File: src/rtl/mc_main_fsm.sv
// -----------------------------------------------------------------------------
// mc_main_fsm
// Main control state machine of the multicycle MIPS core. Decodes the 6-bit
// opcode and walks each instruction through fetch / decode / execute /
// memory / writeback, producing every datapath mux select and write enable
// plus the 2-bit aluop consumed by the downstream ALU decoder.
//
// Optional feature macro: MC_MAIN_FSM_BNE_EN
//   defined   -> opcode 000101 (bne) executes through BNEEX (encoding 14)
//   undefined -> 000101 is illegal, branchne is constant 0, 14 is unused
//
// Parameters:
//   STATE_W   width of the debug state output (must be >= 4)
//
// Ports:
//   clk       in   rising-edge clock
//   reset     in   asynchronous active-low reset; FSM held in FETCH while low
//   op        in   [5:0] opcode from the instruction register
//   memwrite  out  data memory write enable
//   lord      out  address select (0=PC, 1=ALUOut)
//   irwrite   out  instruction register load
//   pcwrite   out  unconditional PC load
//   branch    out  PC load when zero=1 (beq)
//   branchne  out  PC load when zero=0 (bne)
//   pcsrc     out  [1:0] next-PC select (00=ALUResult, 01=ALUOut, 10=jump)
//   alusrca   out  ALU A select (0=PC, 1=register A)
//   alusrcb   out  [1:0] ALU B select (00=B, 01=4, 10=imm, 11=imm<<2)
//   zeroext   out  immediate extension (1=zero, 0=sign)
//   regdst    out  write register select (0=rt, 1=rd)
//   memtoreg  out  writeback data select (0=ALUOut, 1=memory)
//   regwrite  out  register file write enable
//   aluop     out  [1:0] ALU decoder control (00=add, 01=sub, 10=and, 11=funct)
//   illegal   out  one-cycle pulse in DECODE for an unsupported opcode
//   state     out  [STATE_W-1:0] current state encoding, zero-extended
//
// Outputs are decoded from the state register (Moore), except illegal which
// also looks at op. All outputs except state are held at 0 while reset is
// low, so no PC or IR write can happen during reset; the FETCH outputs show
// up as soon as reset is released.
// -----------------------------------------------------------------------------
module mc_main_fsm #(
   parameter int STATE_W = 4
) (
   input  logic               clk,
   input  logic               reset,
   input  logic [5:0]         op,
   output logic               memwrite,
   output logic               lord,
   output logic               irwrite,
   output logic               pcwrite,
   output logic               branch,
   output logic               branchne,
   output logic [1:0]         pcsrc,
   output logic               alusrca,
   output logic [1:0]         alusrcb,
   output logic               zeroext,
   output logic               regdst,
   output logic               memtoreg,
   output logic               regwrite,
   output logic [1:0]         aluop,
   output logic               illegal,
   output logic [STATE_W-1:0] state
);

   localparam logic [5:0] OP_RTYPE = 6'b000000;
   localparam logic [5:0] OP_J     = 6'b000010;
   localparam logic [5:0] OP_BEQ   = 6'b000100;
   localparam logic [5:0] OP_BNE   = 6'b000101;
   localparam logic [5:0] OP_ADDI  = 6'b001000;
   localparam logic [5:0] OP_ANDI  = 6'b001100;
   localparam logic [5:0] OP_LW    = 6'b100011;
   localparam logic [5:0] OP_SW    = 6'b101011;

   typedef enum logic [3:0] {
      FETCH   = 4'd0,
      DECODE  = 4'd1,
      MEMADR  = 4'd2,
      MEMRD   = 4'd3,
      MEMWB   = 4'd4,
      MEMWR   = 4'd5,
      RTYPEEX = 4'd6,
      RTYPEWB = 4'd7,
      BEQEX   = 4'd8,
      ADDIEX  = 4'd9,
      ADDIWB  = 4'd10,
      JEX     = 4'd11,
      ANDIEX  = 4'd12,
      ANDIWB  = 4'd13,
      BNEEX   = 4'd14
   } state_t;

   state_t state_q;
   logic   op_legal;

   // Opcode support check, used only for the DECODE illegal pulse.
   always_comb begin
      op_legal = 1'b0;
      case (op)
         OP_LW, OP_SW, OP_RTYPE, OP_BEQ,
         OP_ADDI, OP_J, OP_ANDI:            op_legal = 1'b1;
`ifdef MC_MAIN_FSM_BNE_EN
         OP_BNE:                            op_legal = 1'b1;
`endif
         default:                           op_legal = 1'b0;
      endcase
   end

   // State register. op is only looked at in DECODE and MEMADR.
   always_ff @(posedge clk or negedge reset) begin
      if (!reset) begin
         state_q <= FETCH;
      end else begin
         case (state_q)
            FETCH:   state_q <= DECODE;
            DECODE: begin
               case (op)
                  OP_LW, OP_SW: state_q <= MEMADR;
                  OP_RTYPE:     state_q <= RTYPEEX;
                  OP_BEQ:       state_q <= BEQEX;
                  OP_ADDI:      state_q <= ADDIEX;
                  OP_J:         state_q <= JEX;
                  OP_ANDI:      state_q <= ANDIEX;
`ifdef MC_MAIN_FSM_BNE_EN
                  OP_BNE:       state_q <= BNEEX;
`endif
                  // Unsupported opcode: flagged via illegal, then NOP.
                  default:      state_q <= FETCH;
               endcase
            end
            // Only sw goes to the write path; lw (and anything else that
            // reaches here) takes the read path.
            MEMADR:  state_q <= (op == OP_SW) ? MEMWR : MEMRD;
            MEMRD:   state_q <= MEMWB;
            MEMWB:   state_q <= FETCH;
            MEMWR:   state_q <= FETCH;
            RTYPEEX: state_q <= RTYPEWB;
            RTYPEWB: state_q <= FETCH;
            BEQEX:   state_q <= FETCH;
            ADDIEX:  state_q <= ADDIWB;
            ADDIWB:  state_q <= FETCH;
            JEX:     state_q <= FETCH;
            ANDIEX:  state_q <= ANDIWB;
            ANDIWB:  state_q <= FETCH;
            // Unused encodings (and BNEEX) recover to FETCH.
            default: state_q <= FETCH;
         endcase
      end
   end

   // Output decode. Everything defaults to 0 and is gated by reset.
   always_comb begin
      memwrite = 1'b0;
      lord     = 1'b0;
      irwrite  = 1'b0;
      pcwrite  = 1'b0;
      branch   = 1'b0;
      branchne = 1'b0;
      pcsrc    = 2'b00;
      alusrca  = 1'b0;
      alusrcb  = 2'b00;
      zeroext  = 1'b0;
      regdst   = 1'b0;
      memtoreg = 1'b0;
      regwrite = 1'b0;
      aluop    = 2'b00;
      illegal  = 1'b0;
      if (reset) begin
         case (state_q)
            FETCH: begin
               irwrite = 1'b1;
               pcwrite = 1'b1;
               alusrcb = 2'b01;
            end
            DECODE: begin
               alusrcb = 2'b11;
               illegal = ~op_legal;
            end
            MEMADR: begin
               alusrca = 1'b1;
               alusrcb = 2'b10;
            end
            MEMRD: lord = 1'b1;
            MEMWB: begin
               memtoreg = 1'b1;
               regwrite = 1'b1;
            end
            MEMWR: begin
               lord     = 1'b1;
               memwrite = 1'b1;
            end
            RTYPEEX: begin
               alusrca = 1'b1;
               aluop   = 2'b11;
            end
            RTYPEWB: begin
               regdst   = 1'b1;
               regwrite = 1'b1;
            end
            BEQEX: begin
               alusrca = 1'b1;
               aluop   = 2'b01;
               pcsrc   = 2'b01;
               branch  = 1'b1;
            end
            ADDIEX: begin
               alusrca = 1'b1;
               alusrcb = 2'b10;
            end
            ADDIWB: regwrite = 1'b1;
            JEX: begin
               pcsrc   = 2'b10;
               pcwrite = 1'b1;
            end
            ANDIEX: begin
               alusrca = 1'b1;
               alusrcb = 2'b10;
               aluop   = 2'b10;
               zeroext = 1'b1;
            end
            ANDIWB: regwrite = 1'b1;
`ifdef MC_MAIN_FSM_BNE_EN
            BNEEX: begin
               alusrca  = 1'b1;
               aluop    = 2'b01;
               pcsrc    = 2'b01;
               branchne = 1'b1;
            end
`endif
            default: ;
         endcase
      end
   end

   assign state = STATE_W'(state_q);

endmodule

File: config.mk
export PLATFORM = sky130hd
export DESIGN_NAME = mc_main_fsm
export DESIGN_NICKNAME = d
export VERILOG_FILES = /design/src/rtl/mc_main_fsm.sv
export SDC_FILE = /design/constraint.sdc
export NUM_CORES = 1
export LEC_CHECK = 0
export BUFFER_PORTS_ARGS = -buffer_cell sky130_fd_sc_hd__buf_2
export CAP_MARGIN = 5
export CORE_UTILIZATION = 40
export CTS_CLUSTER_DIAMETER = 120
export CTS_CLUSTER_SIZE = 40
export DETAILED_ROUTE_END_ITERATION = 7
export GPL_ROUTABILITY_DRIVEN = 0
export MAX_ROUTING_LAYER = met4
export PLACE_DENSITY_LB_ADDON = 0.12
export SYNTH_ARGS = -nofsm -noshare
export SYNTH_HDL_FRONTEND = slang
export SYNTH_SLANG_ARGS = --single-unit
File: constraint.sdc
create_clock -name clk -period 1.05 [get_ports clk]
set_input_delay 0.1575 -clock clk [delete_from_list [all_inputs] [get_ports clk]]
set_output_delay 0.1575 -clock clk [all_outputs]
set_load 0.02 [all_outputs]
==> results of run 1 <==
cells by family after synthesis:
logic type	share of synthesized area [%]
AOI/OAI and AO/OA	24.4
xor gates and xnor gates	5.90
buffers and inverters	11.4
DFF	16.8
other	0.631
and+or+nand+nor	40.8
stage by stage:
step | TNS (ps) | instance area, µm² | util, % | hold WS (ps) | instances
after global placement | -3950 | 1150 | 86.0 | 151 | 153
after floorplan | -3750 | 848 | - | -138 | 88
after detailed placement | -4360 | 1150 | 86.0 | 154 | 153
==> impl_metrics.json, run 1 <==
{
  "synthTopCellsByArea": "dfrtp_1 (17%), nand2_1 (6.3%), nor2_1 (6.3%), buf_2 (5.1%), buf_4 (5.1%)",
  "run.stop_error": "[ERROR DPL-0038] Utilization greater than 100%, impossible to legalize",
  "dp_hpwl_um": 1530,
  "async_flop_share_pct": 100,
  "portBuffers": 28,
  "lastStage": "clock tree synthesis (4_1_cts)",
  "cts-root-buf": "clkbuf_4",
  "synth-edff-count": 0,
  "synth.net_count": 96,
  "ys_warn_count": 0,
  "post-cts-setup-buffers": 11,
  "die_y_um": 40.5,
  "yosys-top-cells-count": "nand2_1 (10), nor2_1 (10), buf_2 (6)",
  "ios": 30,
  "synth.yosys.seq_area_share_pct": 16.8,
  "hold_buffers": 1,
  "syn_inst": 88,
  "status": "stopped before the end",
  "cts_resized": 67,
  "start_util_pct": 44.6,
  "htreeDepth": 1,
  "fp.dieW_um": 40.5,
  "synth_top_area_cell": "dfrtp_1",
  "ys_ff_latch": 4,
  "avgSynthCellArea_um2": 6.75,
  "synth_cell_types": 31,
  "synth_top_area_share_pct": 16.8,
  "rows": 13,
  "yosys_most_used_dff": "dfrtp_1",
  "cts-buffers-inserted": 3,
  "clockBufferDepth": 2,
  "dp_slack_ps": -305,
  "cts_sinks": 4,
  "syn_area_um2": 594
}
==> inputs of run 2 (changes only) <==
==> config.mk (replaced) <==
export PLATFORM = sky130hd
export DESIGN_NAME = mc_main_fsm
export DESIGN_NICKNAME = d
export VERILOG_FILES = /design/src/rtl/mc_main_fsm.sv
export SDC_FILE = /design/constraint.sdc
export NUM_CORES = 1
export LEC_CHECK = 0
export BUFFER_PORTS_ARGS = -buffer_cell sky130_fd_sc_hd__buf_2
export CAP_MARGIN = 5
export CORE_AREA = 2 2 63 65
export DETAILED_ROUTE_END_ITERATION = 7
export DIE_AREA = 0 0 65 67
export GPL_ROUTABILITY_DRIVEN = 0
export PLACE_DENSITY_LB_ADDON = 0.15
export SYNTH_ARGS = -nofsm -noshare
export SYNTH_HDL_FRONTEND = slang
export SYNTH_SLANG_ARGS = --single-unit
==> constraint.sdc (replaced) <==
create_clock -name clk -period 1.4 [get_ports clk]
set_input_delay 0.21 -clock clk [delete_from_list [all_inputs] [get_ports clk]]
set_output_delay 0.21 -clock clk [all_outputs]
set_load 0.02 [all_outputs]
==> impl_metrics.json, run 2 <==
{
  "status": "finished, violations left",
  "failed_checks": "negative setup slack",
  "fp.dieW_um": 65,
  "leakage_nw": 0.543,
  "start_util_pct": 16.5,
  "layout_commonest_cell": "buf_4",
  "wl_um": 2290,
  "cts-root-buf": "clkbuf_8",
  "ys_warn_count": 0,
  "grt_max_degree": 12,
  "critPathSlowestCell": "dfrtp_2",
  "fin_area_um2": 1260,
  "cp_max_fo": 6,
  "rsz0062_at_grt": "yes",
  "grt_pass1_wl_um": 3720,
  "overflow": 0,
  "drtPass1Iterations": 3,
  "clockBufferDepth": 2,
  "syn_area_um2": 594,
  "finalCritPeriodShare_pct": 115,
  "drtIter0Drc": 23,
  "clkLatencyLatePin_ps": 220,
  "cp-end-kind": "output pin",
  "wl_per_cell_um": 12.4,
  "dieArea_um2": 4360,
  "start_kind": "flop",
  "cts-buffers-inserted": 3,
  "fin_ws_ps": -209,
  "slowest_delay_ps": 420,
  "hold_buffers": 0,
  "synth_top_area_cell": "dfrtp_1",
  "ir_drop_uv": 381,
  "async_flop_share_pct": 100,
  "synth_cell_types": 31,
  "final_antenna_net_count": 0,
  "min_period_ps": 1610,
  "ios": 30,
  "finalMaxSlewViolations": 0,
  "dp_hpwl_um": 1740,
  "cts.clk_slew.worst_paths_ps": 30,
  "area_delta_synth_final_pct": 112,
  "drive_gt1_share_pct": 67.6,
  "worstPathArrival_ps": 1400,
  "hold_viol_final": 0,
  "avgSynthCellArea_um2": 6.75,
  "final.setup_skew_ps": 2.24,
  "drc": 0,
  "ys_ff_latch": 4,
  "reg2reg_slack_ps": 110,
  "portBuffers": 28,
  "vias": 798,
  "max_cap_violations": 0,
  "die_y_um": 67,
  "nets": 146,
  "layout_common_cells": "buf_4 (29), buf_2 (16), buf_6 (10)",
  "yosys-top-cells-count": "nand2_1 (10), nor2_1 (10), buf_2 (6)",
  "antenna_cells": 0,
  "place_area_um2": 1040,
  "critical_path_class": "reg2out",
  "synth-edff-count": 0,
  "synth.net_count": 96,
  "syn_inst": 88,
  "dp_slack_ps": -30.7,
  "rows": 22,
  "synth_top_area_share_pct": 16.8,
  "antenna_found_initial": 0,
  "synth.yosys.seq_area_share_pct": 16.8,
  "crit_required_ps": 1190,
  "finalSetupViolCount": 17,
  "coreArea_um2": 3610,
  "powerDensity_nw_per_um2": 1660,
  "r2r_start": "state[2]",
  "global_route.usage.total_pct": 11.3,
  "grt_pass1_vias": 778,
  "synthTopCellsByArea": "dfrtp_1 (17%), nand2_1 (6.3%), nor2_1 (6.3%), buf_2 (5.1%), buf_4 (5.1%)",
  "largest_reg_flops": 4,
  "htreeDepth": 1,
  "num-fill-cells": 392,
  "hp-class": "in2async",
  "r2r_cells": 5,
  "vias_per_cell": 4.34,
  "crit_chain": "buf_6 -> nor2b_4 -> a21oi_2 -> nand2b_4 -> a21boi_2 -> buf_4",
  "yosys_most_used_dff": "dfrtp_1",
  "fmax_mhz": 622,
  "tritoncts": "done",
  "cts_sinks": 4,
  "r2r_end": "state[0]"
}
## run 2: cells by family after synthesis
logic type	after synthesis	synth area share, %
simple gates	46	40.8
compound gates	21	24.4
buf+inv	12	11.4
xor+xnor	4	5.90
flops	4	16.8
other cells	1	0.631
## run 2: cell type report
| type | instances | area, µm² | area share [%] |
|---|---|---|---|
| sequential | 4 | 105 | 8.33 |
| inverter | 2 | 7.51 | 0.595 |
| multi-input combinational | 72 | 638 | 50.5 |
| clock buffer | 3 | 41.3 | 3.27 |
| tap | 48 | 60.1 | 4.76 |
| timing repair buffer | 55 | 410 | 32.5 |
## run 2: through the flow
stage / power [mW] / TNS [ps] / utilization (%) / hold slack, ps / std cells
after floorplan: 1.18 / -89.1 / - / -85.6 / 88
after global placement: 1.61 / -11.6 / 28.9 / 183 / 176
after CTS: 2.05 / -2560 / 33.9 / 4.81 / 183
after detailed placement: 1.61 / -30.7 / 28.9 / 192 / 176
final: 2.09 / -2480 / 35.0 / 39.8 / 184
after global routing: 2.25 / -3770 / 35.0 / 59.9 / 184
## run 2: power by group
| group | internal [mW] | switching (mW) | total, mW |
|---|---|---|---|
| sequential | 0.163 | 0.118 | 0.282 |
| clock | 0.183 | 0.0593 | 0.243 |
| combinational | 0.770 | 0.797 | 1.57 |
| total | 1.12 | 0.974 | 2.09 |
## run 2: how the worst max path moves through the flow
stage / slack [ps] / start / to
6_report: -210 / state[2] / regwrite
3_5_place_dp: -30 / state[2] / aluop[0]
4_1_cts: -200 / state[2] / regwrite
2_1_floorplan: -60 / state[0] / pcsrc[0]
5_1_grt: -290 / state[2] / regwrite
3_3_place_gp: -5 / state[2] / irwrite
## run 2: critical path: cells and delay by family (launching register included)
family,cells,cell delay [ps]
and+or+nand+nor,2,290
AOI/OAI and AO/OA,2,190
DFF,1,420
buffers and inverters,2,290
## run 2: what timing repair did
| item | CTS | global route |
|---|---|---|
| pin swaps | 1 | 2 |
| setup endpoints to repair | 17 | 18 |
| resized for setup | 36 | 5 |
| setup buffers | 4 | 1 |
## run 2: per-layer routing
layer  global-route usage (%)  vias up  wire (µm)
li1                         -      411          -
met1                     14.0      366       1000
met2                     19.6       19       1180
met3                     2.03        2         96
met4                     3.99        0          8
met5                        0        -          0
Power figures use the tool's default switching activity.
==> inputs of run 3 (changes only) <==
--- a/config.mk
+++ b/config.mk
@@ -11,6 +11,7 @@
 export DETAILED_ROUTE_END_ITERATION = 7
 export DIE_AREA = 0 0 65 67
 export GPL_ROUTABILITY_DRIVEN = 0
+export HOLD_SLACK_MARGIN = 0.1
 export PLACE_DENSITY_LB_ADDON = 0.15
 export SYNTH_ARGS = -nofsm -noshare
 export SYNTH_HDL_FRONTEND = slang
==> impl_metrics.json, run 3 (synthesis results as in run 2) <==
{
  "clockBufferDepth": 2,
  "grt_max_degree": 12,
  "finalMaxSlewViolations": 0,
  "slowest_delay_ps": 420,
  "stdcell_count": 185,
  "cp-end-kind": "output pin",
  "fin_ws_ps": -208,
  "antenna_found_initial": 0,
  "coreArea_um2": 3610,
  "finalSetupViolCount": 17,
  "layout_common_cells": "buf_4 (29), buf_2 (16), buf_6 (10)",
  "hold_viol_final": 0,
  "ir_drop_uv": 383,
  "dp_cells": 176,
  "vias_per_cell": 4.34,
  "grt_pass1_vias": 783,
  "num-fill-cells": 393,
  "met3_usage_pct": 2.03,
  "max_cap_violations": 0,
  "path_buf_inv": 2,
  "worstPathArrival_ps": 1400,
  "clkLatencyLatePin_ps": 220,
  "min_period_ps": 1610,
  "cp_top_family": "flip-flops",
  "drive_gt1_share_pct": 67.2,
  "ios": 30,
  "rows": 22,
  "grt_pass1_wl_um": 3770,
  "wl_per_cell_um": 12.6,
  "finalCritPeriodShare_pct": 115,
  "largest_reg_flops": 4,
  "regArea_um2": 105,
  "cts-root-buf": "clkbuf_8",
  "cp_max_fo": 6,
  "cts_sinks": 4,
  "vias": 803,
  "die_y_um": 67,
  "dp_hpwl_um": 1740,
  "crit_chain": "buf_6 -> nor2b_4 -> a21oi_2 -> nand2b_4 -> a21boi_2 -> buf_4",
  "hp-class": "in2reg",
  "layout_commonest_cell": "buf_4",
  "cts-buffers-inserted": 3,
  "holdWs_ps": 410,
  "cts.clk_slew.worst_paths_ps": 30,
  "dieArea_um2": 4360,
  "global_route.usage.total_pct": 11.4,
  "nets": 147,
  "fmax_mhz": 622,
  "failed_checks": "negative setup slack",
  "antenna_cells": 0,
  "multiInputGateArea_um2": 638,
  "grt_use_met2_pct": 19.7,
  "drtIter0Drc": 29,
  "start_util_pct": 16.5,
  "portBuffers": 28,
  "fp.dieW_um": 65,
  "crit_required_ps": 1190,
  "tritoncts": "done",
  "drtPass1Iterations": 4,
  "wl_um": 2330,
  "rsz0062_at_grt": "yes",
  "grt-busiest-layer": "met2",
  "status": "finished, violations left",
  "overflow": 0,
  "area_delta_synth_final_pct": 114,
  "final_antenna_net_count": 0,
  "leakage_nw": 0.547,
  "drc": 0,
  "powerDensity_nw_per_um2": 1650,
  "start_kind": "flop",
  "htreeDepth": 1,
  "critPathSlowestCell": "dfrtp_2",
  "finalPower_mw": 2.10,
  "final_util_pct": 35.3,
  "met1_usage_pct": 14.2,
  "final.setup_skew_ps": 1.91,
  "critical_path_class": "reg2out",
  "fin_setup_tns_ps": -2520
}
==> run 3: cell types whose count changed in the layout (fill, tap and decap cells not counted), sizes merged <==
| cell | delta |
|---|---|
| dlygate4sd3 | +1 |
==> run 3: through the flow <==
stage,instance area [µm²],worst slack [ps]
3_3_place_gp,1040,-5.40
3_5_place_dp,1040,-30.7
5_1_grt,1270,-286
6_report,1270,-208
4_1_cts,1230,-202
2_1_floorplan,779,-60.3
==> run 3: worst min-delay path: stages <==
cell	delay, ps
buf_2	140
nand3_1	80
nor2_1	40
o32ai_1	110
==> run 3: what timing repair did <==
action	in CTS	in global routing
pin swaps	1	2
hold buffers	1	0
setup endpoints to repair	17	18
gates resized for setup	36	5
setup buffers	4	1
hold endpoints to repair	4	0
==> run 3: cell type report <==
type	instances	share of cell area (%)
clock buffers	3	3.24
inverters	2	0.590
multi-input cells	72	50.1
flip-flops and latches	4	8.26
well taps	48	4.72
repair buffers	56	33.0
==> run 3: path summary, 6_finish.rpt <==
path	from	end	slack, ps	cells after the start
worst max-delay path	state[2]	regwrite	-210	6
worst min-delay path	op[3]	state[1]	410	4
worst max register to register	state[2]	state[0]	110	5
worst min register to register	state[3]	state[0]	770	2
max in group asynchronous	reset	state[0]	520	3
min in group asynchronous	reset	state[1]	670	3
==> run 3: power breakdown <==
group / internal [mW] / total, mW / switching, mW
sequential: 0.163 / 0.283 / 0.120
clock: 0.183 / 0.243 / 0.0594
combinational: 0.772 / 1.57 / 0.800
==> run 3: routing by layer <==
metal / vias to the layer above / part of all wire, %
li1: 414 / -
met1: 368 / 44
met2: 19 / 51
met3: 2 / 4.1
met4: 0 / 0.34
met5: - / 0
==> inputs of run 4 (changes only) <==
--- a/config.mk
+++ b/config.mk
@@ -12,7 +12,7 @@
 export DIE_AREA = 0 0 65 67
 export GPL_ROUTABILITY_DRIVEN = 0
 export HOLD_SLACK_MARGIN = 0.1
-export PLACE_DENSITY_LB_ADDON = 0.15
+export PLACE_DENSITY = 0.47
 export SYNTH_ARGS = -nofsm -noshare
 export SYNTH_HDL_FRONTEND = slang
 export SYNTH_SLANG_ARGS = --single-unit
==> impl_metrics.json, run 4 (synthesis results as in run 2) <==
{
  "grt_max_degree": 9,
  "vias": 874,
  "finalCritPeriodShare_pct": 116,
  "rsz0062_at_grt": "yes",
  "antenna_cells": 0,
  "start_kind": "flop",
  "tritoncts": "done",
  "cts_sinks": 4,
  "leakage_nw": 0.612,
  "cp-end-kind": "output pin",
  "critical_path_class": "reg2out",
  "hold_viol_final": 0,
  "p_int_mw": 1.38,
  "max_cap_violations": 0,
  "powerDensity_nw_per_um2": 1700,
  "coreArea_um2": 3610,
  "dp_hpwl_um": 1630,
  "comb_power_share_pct": 79.7,
  "drc": 0,
  "fmax_mhz": 616,
  "layout_commonest_cell": "buf_4",
  "hp-class": "in2reg",
  "finalMaxSlewViolations": 0,
  "rows": 22,
  "drive_gt1_share_pct": 74.0,
  "dieArea_um2": 4360,
  "drtIter0Drc": 21,
  "global_route.usage.total_pct": 12.4,
  "largest_reg_flops": 4,
  "htreeDepth": 1,
  "grt_pass1_wl_um": 4240,
  "final_antenna_net_count": 0,
  "status": "finished, violations left",
  "drtPass1Iterations": 4,
  "fp.dieW_um": 65,
  "ir_drop_uv": 445,
  "worstPathArrival_ps": 1410,
  "cp_max_fo": 8,
  "ios": 30,
  "nets": 156,
  "vias_per_cell": 4.51,
  "grt_pass1_vias": 878,
  "wl_um": 2610,
  "portBuffers": 28,
  "layout_common_cells": "buf_4 (31), buf_6 (19), buf_2 (11)",
  "power_frac_seq_pct": 10.9,
  "clkLatencyLatePin_ps": 210,
  "area_delta_synth_final_pct": 147,
  "dp_slack_ps": -38.9,
  "failed_checks": "negative setup slack",
  "fin_ws_ps": -223,
  "clockBufferDepth": 2,
  "start_util_pct": 16.5,
  "num-fill-cells": 364,
  "p_switching_mw": 1.11,
  "wl_per_cell_um": 13.4,
  "antenna_found_initial": 0,
  "die_y_um": 67,
  "sw_frac_of_total_pct": 44.7,
  "cts.clk_slew.worst_paths_ps": 30,
  "finalSetupViolCount": 18,
  "cts-root-buf": "clkbuf_8",
  "final.setup_skew_ps": 2.31,
  "crit_required_ps": 1190,
  "cts-buffers-inserted": 3,
  "overflow": 0,
  "pwr-share-clk_pct": 9.4,
  "min_period_ps": 1620,
  "final_util_pct": 40.6
}
## run 4: cell count changes in the layout (fill, tap and decap cells not counted), moves of 2 or more
cell and change:
buf_2 -5, buf_6 +9, nand2_1 -2, buf_12 +2, buf_4 +2, nor2_2 +2
## run 4: what timing repair did
item,in CTS,in global routing
setup endpoints to repair,17,20
hold endpoints to repair,4,0
gates resized for setup,52,16
setup buffers,14,3
hold buffers,1,0
pin swaps,7,8
## run 4: worst paths after layout
check	slack, ps	to	depth (start not counted)	startpoint
hold / removal	440	state[1]	4	op[3]
setup reg to reg	10	state[2]	6	state[1]
max in group asynchronous	520	state[2]	3	reset
setup / recovery	-220	alusrcb[1]	6	state[3]
hold reg to reg	810	state[1]	3	state[0]
min in group asynchronous	680	state[3]	3	reset
## run 4: final cells by class
cell class | instances | area [µm²] | share of cell area, %
sequential | 4 | 105 | 7.17
multi-input combinational | 72 | 684 | 46.7
inverter | 2 | 7.51 | 0.512
tap | 48 | 60.1 | 4.10
timing repair buffer | 65 | 567 | 38.7
clock buffer | 3 | 41.3 | 2.82
## run 4: critical path, stage by stage (launching register included)
cell     delay [ps]
dfrtp_2         480
buf_6           150
nand2_2          70
o21a_1          140
nor2_1           50
o21a_2          190
buf_6           120
## run 4: routing by layer
metal	share of wire, %	up-vias	wire [µm]	track usage (%)
met5	0	-	0	0
met4	0.46	0	12	1.60
met3	3.6	2	94	1.86
met2	53	21	1390	23.2
met1	42	424	1110	15.3
li1	-	427	-	-
## run 4: stage by stage
step | hold WS [ps] | instances | setup TNS, ps | instance area (µm²) | power [mW]
floorplan | -85.6 | 88 | -89.1 | 779 | 1.18
global placement | 206 | 173 | 0 | 1050 | 1.56
detailed placement | 210 | 173 | -45.8 | 1050 | 1.58
CTS | 434 | 191 | -2470 | 1370 | 2.27
global route | 479 | 194 | -3440 | 1470 | 2.64
finish | 437 | 194 | -2510 | 1470 | 2.50
## run 4: power by group through the flow
stage	Combinational, mW	Sequential, mW	Clock [mW]
global route	2.11	0.278	0.250
floorplan	0.938	0.246	0
finish	1.99	0.271	0.236
detailed placement	1.28	0.299	0
CTS	1.77	0.263	0.242
global placement	1.27	0.288	0
